$ cat src/rtl/battleship_pkg.sv
// Shared types and helpers for the battleship placement logic.
package battleship_pkg;

  localparam int BOARD_N = 5;

  typedef enum logic [1:0] {
    IDLE  = 2'd0,
    EDIT  = 2'd1,
    WRITE = 2'd2,
    PULSE = 2'd3
  } state_t;

  // Ship lengths by index; indices past the fleet map to 0 (no ship).
  function automatic logic [2:0] ship_len(input logic [2:0] idx);
    case (idx)
      3'd0:    ship_len = 3'd2;
      3'd1:    ship_len = 3'd3;
      3'd2:    ship_len = 3'd3;
      3'd3:    ship_len = 3'd4;
      3'd4:    ship_len = 3'd5;
      default: ship_len = 3'd0;
    endcase
  endfunction

  function automatic int cell_idx(input int row, input int col, input int n);
    cell_idx = row * n + col;
  endfunction

endpackage

$ cat src/rtl/ship_cursor_placer_footprint_check.sv
// Combinational footprint mask and validity for a ship at (row, col).
module footprint_check
  import battleship_pkg::*;
#(
  parameter int N  = BOARD_N,
  parameter int RW = $clog2(N),
  parameter int NC = N * N
) (
  input  logic [RW-1:0] i_row,
  input  logic [RW-1:0] i_col,
  input  logic          i_horizontal,
  input  logic [2:0]    i_len,
  input  logic [NC-1:0] i_occ,
  output logic [NC-1:0] o_mask,
  output logic          o_valid
);

  logic w_oob;

  always_comb begin
    int r, c, l;
    o_mask = '0;
    r      = int'(i_row);
    c      = int'(i_col);
    l      = int'(i_len);
    w_oob  = i_horizontal ? (c + l > N) : (r + l > N);
    for (int i = 0; i < NC; i++) begin
      if (i_horizontal)
        o_mask[i] = ((i / N) == r) && ((i % N) >= c) && ((i % N) < c + l);
      else
        o_mask[i] = ((i % N) == c) && ((i / N) >= r) && ((i / N) < r + l);
    end
  end

  assign o_valid = (i_len != 3'd0) && !w_oob && ((o_mask & i_occ) == '0);

endmodule

$ cat src/rtl/ship_cursor_placer.sv
// Placement cursor, footprint check, occupancy writer and place strobe.
module ship_cursor_placer
  import battleship_pkg::*;
#(
  parameter int BOARD_N   = battleship_pkg::BOARD_N,
  parameter int MAX_SHIPS = 5,
  localparam int RW = $clog2(BOARD_N),
  localparam int NC = BOARD_N * BOARD_N
) (
  input  logic          clk,
  input  logic          rst,
  input  logic          placing_ships,
  input  logic [2:0]    ships_placed,
  input  logic          btn_up,
  input  logic          btn_down,
  input  logic          btn_left,
  input  logic          btn_right,
  input  logic          btn_rotate,
  input  logic          btn_place,
  output logic [RW-1:0] cursor_row,
  output logic [RW-1:0] cursor_col,
  output logic          horizontal,
  output logic          place_valid,
  output logic [NC-1:0] preview_mask,
  output logic [NC-1:0] board_occ,
  output logic          busy,
  output logic          place_ship_n
);

  state_t        r_state, w_nxt;
  logic [RW-1:0] r_row, r_col, r_wr_row, r_wr_col;
  logic          r_horiz, r_wr_horiz, r_place_n;
  logic [NC-1:0] r_occ;
  logic [2:0]    r_wr_len, r_wr_cnt;

  logic [2:0]    w_len;
  logic [NC-1:0] w_mask, w_wr_mask;
  logic          w_valid, w_accept, w_rot, w_up, w_down, w_left, w_right, w_last;

  assign w_len = (int'(ships_placed) <= MAX_SHIPS) ? ship_len(ships_placed) : 3'd0;

  footprint_check #(.N(BOARD_N)) u_fp (
    .i_row        (r_row),
    .i_col        (r_col),
    .i_horizontal (r_horiz),
    .i_len        (w_len),
    .i_occ        (r_occ),
    .o_mask       (w_mask),
    .o_valid      (w_valid)
  );

  // One button per cycle; an invalid place press swallows the cycle.
  always_comb begin
    w_nxt    = r_state;
    w_accept = 1'b0;
    w_rot    = 1'b0;
    w_up     = 1'b0;
    w_down   = 1'b0;
    w_left   = 1'b0;
    w_right  = 1'b0;
    w_last   = 1'b0;
    case (r_state)
      IDLE: if (placing_ships) w_nxt = EDIT;
      EDIT: begin
        if (!placing_ships) w_nxt = IDLE;
        else if (btn_place) begin
          if (w_valid) begin
            w_accept = 1'b1;
            w_nxt    = WRITE;
          end
        end
        else if (btn_rotate) w_rot   = 1'b1;
        else if (btn_up)     w_up    = 1'b1;
        else if (btn_down)   w_down  = 1'b1;
        else if (btn_left)   w_left  = 1'b1;
        else if (btn_right)  w_right = 1'b1;
      end
      WRITE: begin
        w_last = (r_wr_cnt == r_wr_len - 3'd1);
        if (w_last) w_nxt = PULSE;
      end
      PULSE: w_nxt = placing_ships ? EDIT : IDLE;
      default: w_nxt = IDLE;
    endcase
  end

  always_comb begin
    int idx;
    idx = cell_idx(int'(r_wr_row) + (r_wr_horiz ? 0 : int'(r_wr_cnt)),
                   int'(r_wr_col) + (r_wr_horiz ? int'(r_wr_cnt) : 0), BOARD_N);
    w_wr_mask = '0;
    for (int i = 0; i < NC; i++) w_wr_mask[i] = (i == idx);
  end

  always_ff @(posedge clk) begin
    if (rst) begin
      r_state    <= IDLE;
      r_row      <= '0;
      r_col      <= '0;
      r_horiz    <= 1'b1;
      r_occ      <= '0;
      r_place_n  <= 1'b1;
      r_wr_row   <= '0;
      r_wr_col   <= '0;
      r_wr_horiz <= 1'b1;
      r_wr_len   <= '0;
      r_wr_cnt   <= '0;
    end else begin
      r_state   <= w_nxt;
      r_place_n <= !((r_state == WRITE) && w_last);
      if (w_accept) begin
        r_wr_row   <= r_row;
        r_wr_col   <= r_col;
        r_wr_horiz <= r_horiz;
        r_wr_len   <= w_len;
        r_wr_cnt   <= '0;
      end
      if (r_state == WRITE) begin
        r_occ    <= r_occ | w_wr_mask;
        r_wr_cnt <= r_wr_cnt + 3'd1;
      end
      if (w_rot) r_horiz <= ~r_horiz;
      if (w_up    && r_row != '0)             r_row <= r_row - RW'(1);
      if (w_down  && r_row != RW'(BOARD_N-1)) r_row <= r_row + RW'(1);
      if (w_left  && r_col != '0)             r_col <= r_col - RW'(1);
      if (w_right && r_col != RW'(BOARD_N-1)) r_col <= r_col + RW'(1);
    end
  end

  assign cursor_row   = r_row;
  assign cursor_col   = r_col;
  assign horizontal   = r_horiz;
  assign place_valid  = w_valid;
  assign preview_mask = (r_state == EDIT) ? w_mask : '0;
  assign board_occ    = r_occ;
  assign busy         = (r_state == WRITE) || (r_state == PULSE);
  assign place_ship_n = r_place_n;

endmodule
$ cat config.mk
export PLATFORM = sky130hd
export DESIGN_NAME = ship_cursor_placer
export DESIGN_NICKNAME = d
export VERILOG_FILES = /design/src/rtl/battleship_pkg.sv /design/src/rtl/ship_cursor_placer_footprint_check.sv /design/src/rtl/ship_cursor_placer.sv
export SDC_FILE = /design/constraint.sdc
export NUM_CORES = 1
export LEC_CHECK = 0
export BUFFER_PORTS_ARGS = -buffer_cell sky130_fd_sc_hd__buf_2
export CORE_ASPECT_RATIO = 2
export CORE_MARGIN = 2
export CORE_UTILIZATION = 40
export CTS_CLUSTER_SIZE = 10
export DETAILED_ROUTE_END_ITERATION = 10
export GPL_ROUTABILITY_DRIVEN = 1
export GPL_TIMING_DRIVEN = 0
export HOLD_SLACK_MARGIN = 0.1
export MAX_ROUTING_LAYER = met4
export SYNTH_ARGS = -nofsm -noshare
export SYNTH_HDL_FRONTEND = slang
export SYNTH_SLANG_ARGS = --single-unit
export TNS_END_PERCENT = 5
$ cat constraint.sdc
create_clock -name clk -period 4 [get_ports clk]
set_input_delay 0.4 -clock clk [delete_from_list [all_inputs] [get_ports clk]]
set_output_delay 0.4 -clock clk [all_outputs]
set_load 0.05 [all_outputs]
==> flow_summary.rst <==
.. list-table::
   :header-rows: 1

   * - Metric
     - Value
   * - Pin count of the biggest net entering global routing
     - 17
   * - Final period utilization
     - 101%
   * - Warnings from Yosys
     - 0
   * - Number of DRC markers in iteration 0
     - 257
   * - Critical Path AT
     - 3630 ps
   * - Met1 track demand over resource
     - 28.5%
   * - Setup ws final
     - -32.4 ps
   * - Critical setup path kind
     - in -> out
   * - # port buffers
     - 71
   * - Multi-input gate area
     - 2960 um2
   * - Number of max-cap violations
     - 0
   * - R2R setup slack
     - -10 ps
   * - Largest area contributor in the netlist
     - sky130_fd_sc_hd__dfxtp_1
   * - Number of pins with negative max-slew slack in the final report
     - 0
   * - Kind of start point of the critical path
     - input pin
   * - Number of distinct library cells after synthesis
     - 60
   * - Half-perimeter wire length of the detailed placement result
     - 11000 um
   * - Post-synth EDFFs
     - 0
   * - Global-route met2 utilization
     - 51.4%
   * - Vias per cell
     - 5.77
   * - Number of endpoints failing setup at the final stage
     - 3
   * - Worst slew pin tran
     - 1190 ps
   * - Hold-fix buffers, CTS
     - 0
   * - Via Count
     - 4216
   * - Max VDD drop
     - 0.141 mV
   * - TritonCTS Buffers
     - 5
   * - Number of global-route vias before repair
     - 4203
   * - Seq. cell area
     - 968 um2
   * - Post-layout nets
     - 655
   * - Routability Congestion
     - 0.956
   * - Max Clock Skew
     - 11.9 ps
   * - Net switching share of the total power
     - 29.0%
   * - Initial antenna violation count
     - 0
   * - Starting Density
     - 40.7%
   * - Clock root buffer master
     - sky130_fd_sc_hd__clkbuf_16
   * - Synthesized netlist net count
     - 566
   * - Synthesized area
     - 3950 um2
   * - Tightest Hold Check Type
     - in -> reg
   * - FF-to-FF path depth
     - 18
   * - WHS Path Cells
     - 2
   * - I/O pin cnt
     - 72
   * - CTS tree
     - yes
   * - Gr ovfl total
     - 0
   * - Number of DRC violations after detailed routing
     - 0
   * - Average footprint of a synthesized cell
     - 7.76 um2
   * - GRT Resource Usage Total
     - 27.4%
   * - Sequential power share
     - 44.6%
   * - Met3 demand-to-capacity share in global routing
     - 1.60%
   * - Leading cell types by total area after synthesis
     - sky130_fd_sc_hd__dfxtp_1 24%, sky130_fd_sc_hd__ha_1 12%, sky130_fd_sc_hd__nor2_1 8.0%
   * - Relative contribution of combinational cells to total power
     - 16.0%
   * - Die H
     - 144 um
   * - Syn Inst Count
     - 509
   * - First-pass GRT wire length
     - 21800 um
   * - N_diodes
     - 0
   * - Outcome
     - finished, violations left
   * - Die area
     - 10700 um2
   * - Failing checks
     - negative setup slack
   * - First drt pass iteration count
     - 5
   * - Post-synthesis to final-layout area growth
     - 24.0%
   * - DRT antenna net count
     - 0
   * - Proportion of register bits with asynchronous set or reset after synthesis
     - 0%
   * - Core Util, Final
     - 50.5%
   * - Max Fanout on Critical Path
     - 6
   * - Count of final hold-check violations
     - 0
   * - RSZ-0062 raised after global routing
     - true
   * - Share of cells above drive strength 1
     - 24.4%
   * - Critical path capture point type
     - primary output
   * - Reg-to-reg startpoint
     - r_wr_cnt[0]
   * - Final critical path time including I/O delays and setup
     - 4030 ps
   * - CTS HTree Levels
     - 2
   * - Standby leakage power
     - 2.15 nW
   * - Hold-critical path endpoint
     - place_ship_n
   * - Placed Cells
     - 712
   * - Non-filler cells in the finished layout
     - 731
   * - Clock buffer depth
     - 2
   * - Clock latency at the later pin of the worst-skew pair
     - 300 ps
   * - Die Width
     - 74.2 um
   * - Final routed wirelength across all metal layers
     - 14200 um
   * - Clk pwr share
     - 39.4%
   * - PnR Total Power
     - 1.08 mW
   * - Maximum clock frequency
     - 248 MHz
   * - Part of the Yosys area used for sequential elements
     - 24.3%
   * - Synth Register Bits
     - 48
   * - Cell-internal power
     - 0.768 mW
   * - CTS Sinks
     - 48
   * - WP data required
     - 3600 ps
   * - Row count
     - 51
   * - Most used flip-flop cell after synthesis
     - sky130_fd_sc_hd__dfxtp_1
   * - Origin of the worst min-delay path
     - rst
   * - Standard cell core area
     - 9700 um2
   * - Final routed wire length divided by cell count
     - 19.5 um
   * - Worst r2r dst
     - board_occ[17]
   * - Worst slew slack as a fraction of its limit
     - 20.4%
   * - CTS clk-pin slew, worst paths
     - 60 ps
   * - Switching power of the nets
     - 0.314 mW
   * - Fillers
     - 1011
   * - Power per cell area
     - 221 nW/um2
   * - Portion of synthesized cell area occupied by the leading cell type
     - 24.3%
   * - Grt peak-use layer
     - met2
## power by group through the flow
stage | logic (mW) | clock network, mW | registers, mW
final | 0.173 | 0.426 | 0.482
after global routing | 0.185 | 0.452 | 0.482
after CTS | 0.165 | 0.433 | 0.482
after detailed placement | 0.158 | 0 | 0.494
after global placement | 0.156 | 0 | 0.494
after floorplan | 0.106 | 0 | 0.495
## stage by stage
step | area [um2] | TNS [ps] | worst slack, ps | hold WS, ps
after global placement | 4510 | -14220 | -433 | 469
after floorplan | 3990 | -11.4 | -11.4 | 459
final | 4890 | -47.1 | -32.4 | 343
after global routing | 4890 | -2940 | -194 | 359
after detailed placement | 4510 | -16390 | -476 | 476
after CTS | 4790 | -745 | -106 | 337
## how the worst max path moves through the flow
stage,startpoint,endpoint
final,ships_placed[0],place_valid
after global routing,r_wr_cnt[0],board_occ[17]
after CTS,ships_placed[0],place_valid
after detailed placement,r_wr_cnt[0],board_occ[17]
after global placement,ships_placed[0],place_valid
after floorplan,r_wr_cnt[0],board_occ[19]
## cell usage after synthesis (4+ instances only)
| master | number |
|---|---|
| sky130_fd_sc_hd__nor2_1 | 84 |
| sky130_fd_sc_hd__dfxtp_1 | 48 |
| sky130_fd_sc_hd__a21oi_1 | 40 |
| sky130_fd_sc_hd__ha_1 | 39 |
| sky130_fd_sc_hd__inv_1 | 27 |
| sky130_fd_sc_hd__a22oi_1 | 25 |
| sky130_fd_sc_hd__clkbuf_1 | 21 |
| sky130_fd_sc_hd__nand3_1 | 19 |
| sky130_fd_sc_hd__a31oi_1 | 16 |
| sky130_fd_sc_hd__nand2_1 | 16 |
| sky130_fd_sc_hd__nor2b_1 | 13 |
| sky130_fd_sc_hd__and2_1 | 12 |
| sky130_fd_sc_hd__nor3_1 | 10 |
| sky130_fd_sc_hd__o21ai_0 | 10 |
| sky130_fd_sc_hd__nand2b_1 | 8 |
| sky130_fd_sc_hd__xor2_1 | 8 |
| sky130_fd_sc_hd__o21ai_1 | 7 |
| sky130_fd_sc_hd__a21o_1 | 6 |
| sky130_fd_sc_hd__fa_1 | 6 |
| sky130_fd_sc_hd__xnor2_1 | 6 |
| sky130_fd_sc_hd__a221oi_1 | 5 |
| sky130_fd_sc_hd__and4_1 | 5 |
| sky130_fd_sc_hd__nor3b_1 | 5 |
| sky130_fd_sc_hd__nor4_1 | 5 |
| sky130_fd_sc_hd__o21a_1 | 5 |
| sky130_fd_sc_hd__a211oi_1 | 4 |
| sky130_fd_sc_hd__a22o_1 | 4 |
| sky130_fd_sc_hd__a32oi_1 | 4 |
| sky130_fd_sc_hd__nand3b_1 | 4 |
## final cells by class
class / instances / share of cell area, %
plain buffers: 26 / 2.22
clock inverters: 3 / 0.435
repair buffers: 82 / 9.15
inverters: 27 / 2.07
flip-flops and latches: 48 / 19.8
clock buffers: 5 / 2.56
well taps: 132 / 3.37
multi-input cells: 408 / 60.4
## timing repair
| action | 4_1_cts | 5_1_grt |
|---|---|---|
| buffers inserted | 7 | 4 |
| gates resized for setup | 24 | 22 |
| pin swaps | 12 | 22 |
| setup endpoints to repair | 39 | 44 |
## sequential cells by signal, summed over array words and instances (netlist names), named ones only
signal and cells:
board_occ 25, cursor_col 3, cursor_row 3, r_wr_cnt 3, r_wr_col 3, r_wr_len 3, r_wr_row 3, horizontal 1
place_ship_n 1, r_state 1, r_wr_horiz 1
## kinds of logic (layout without fill, tap and decap cells)
family | Yosys count | after routing | share of synthesized area, %
AOI/OAI and AO/OA | 149 | 149 | 25.6
and+or+nand+nor | 196 | 196 | 25.1
muxes | 4 | 4 | 1.08
buffers and inverters | 53 | 143 | 5.32
xor gates and xnor gates | 14 | 14 | 3.11
adders and majority gates | 45 | 45 | 15.4
DFF | 48 | 48 | 24.3
## critical path: stages
cell and delay (ps):
sky130_fd_sc_hd__buf_2 140, sky130_fd_sc_hd__xnor2_1 140, sky130_fd_sc_hd__o21ai_2 210, sky130_fd_sc_hd__ha_2 230, sky130_fd_sc_hd__fa_2 480, sky130_fd_sc_hd__or2_1 290
sky130_fd_sc_hd__a221o_1 330, sky130_fd_sc_hd__and2_1 150, sky130_fd_sc_hd__clkbuf_1 180, sky130_fd_sc_hd__a22oi_1 180, sky130_fd_sc_hd__and4_1 240, sky130_fd_sc_hd__nand4_1 200
sky130_fd_sc_hd__nor3_4 280, sky130_fd_sc_hd__buf_6 190
## metal layers
metal | share of wire, % | vias up
met4 | 4.2 | 0
li1 | - | 2032
met1 | 37 | 1997
met5 | 0 | -
met3 | 3.6 | 41
met2 | 55 | 146
## cells in the final DEF, fill, tap and decap left out, types with 6 or more instances in the layout
master | synthesis | final
sky130_fd_sc_hd__o21ai_0 | 10 | 8
sky130_fd_sc_hd__a21o_1 | 6 | 6
sky130_fd_sc_hd__a21oi_1 | 40 | 32
sky130_fd_sc_hd__inv_1 | 27 | 25
sky130_fd_sc_hd__nand3_1 | 19 | 18
sky130_fd_sc_hd__nor3_1 | 10 | 8
sky130_fd_sc_hd__xor2_1 | 8 | 7
sky130_fd_sc_hd__dfxtp_1 | 48 | 44
sky130_fd_sc_hd__a31oi_1 | 16 | 16
sky130_fd_sc_hd__nand2b_1 | 8 | 7
sky130_fd_sc_hd__nand2_1 | 16 | 16
sky130_fd_sc_hd__and2_1 | 12 | 12
sky130_fd_sc_hd__clkbuf_1 | 21 | 21
sky130_fd_sc_hd__buf_2 | 3 | 73
sky130_fd_sc_hd__nor2b_1 | 13 | 12
sky130_fd_sc_hd__nor2_1 | 84 | 80
sky130_fd_sc_hd__a22oi_1 | 25 | 25
sky130_fd_sc_hd__o21ai_1 | 7 | 7
sky130_fd_sc_hd__a21oi_2 | 0 | 8
sky130_fd_sc_hd__ha_1 | 39 | 36
sky130_fd_sc_hd__buf_4 | 0 | 10
Power figures use the tool's default switching activity.
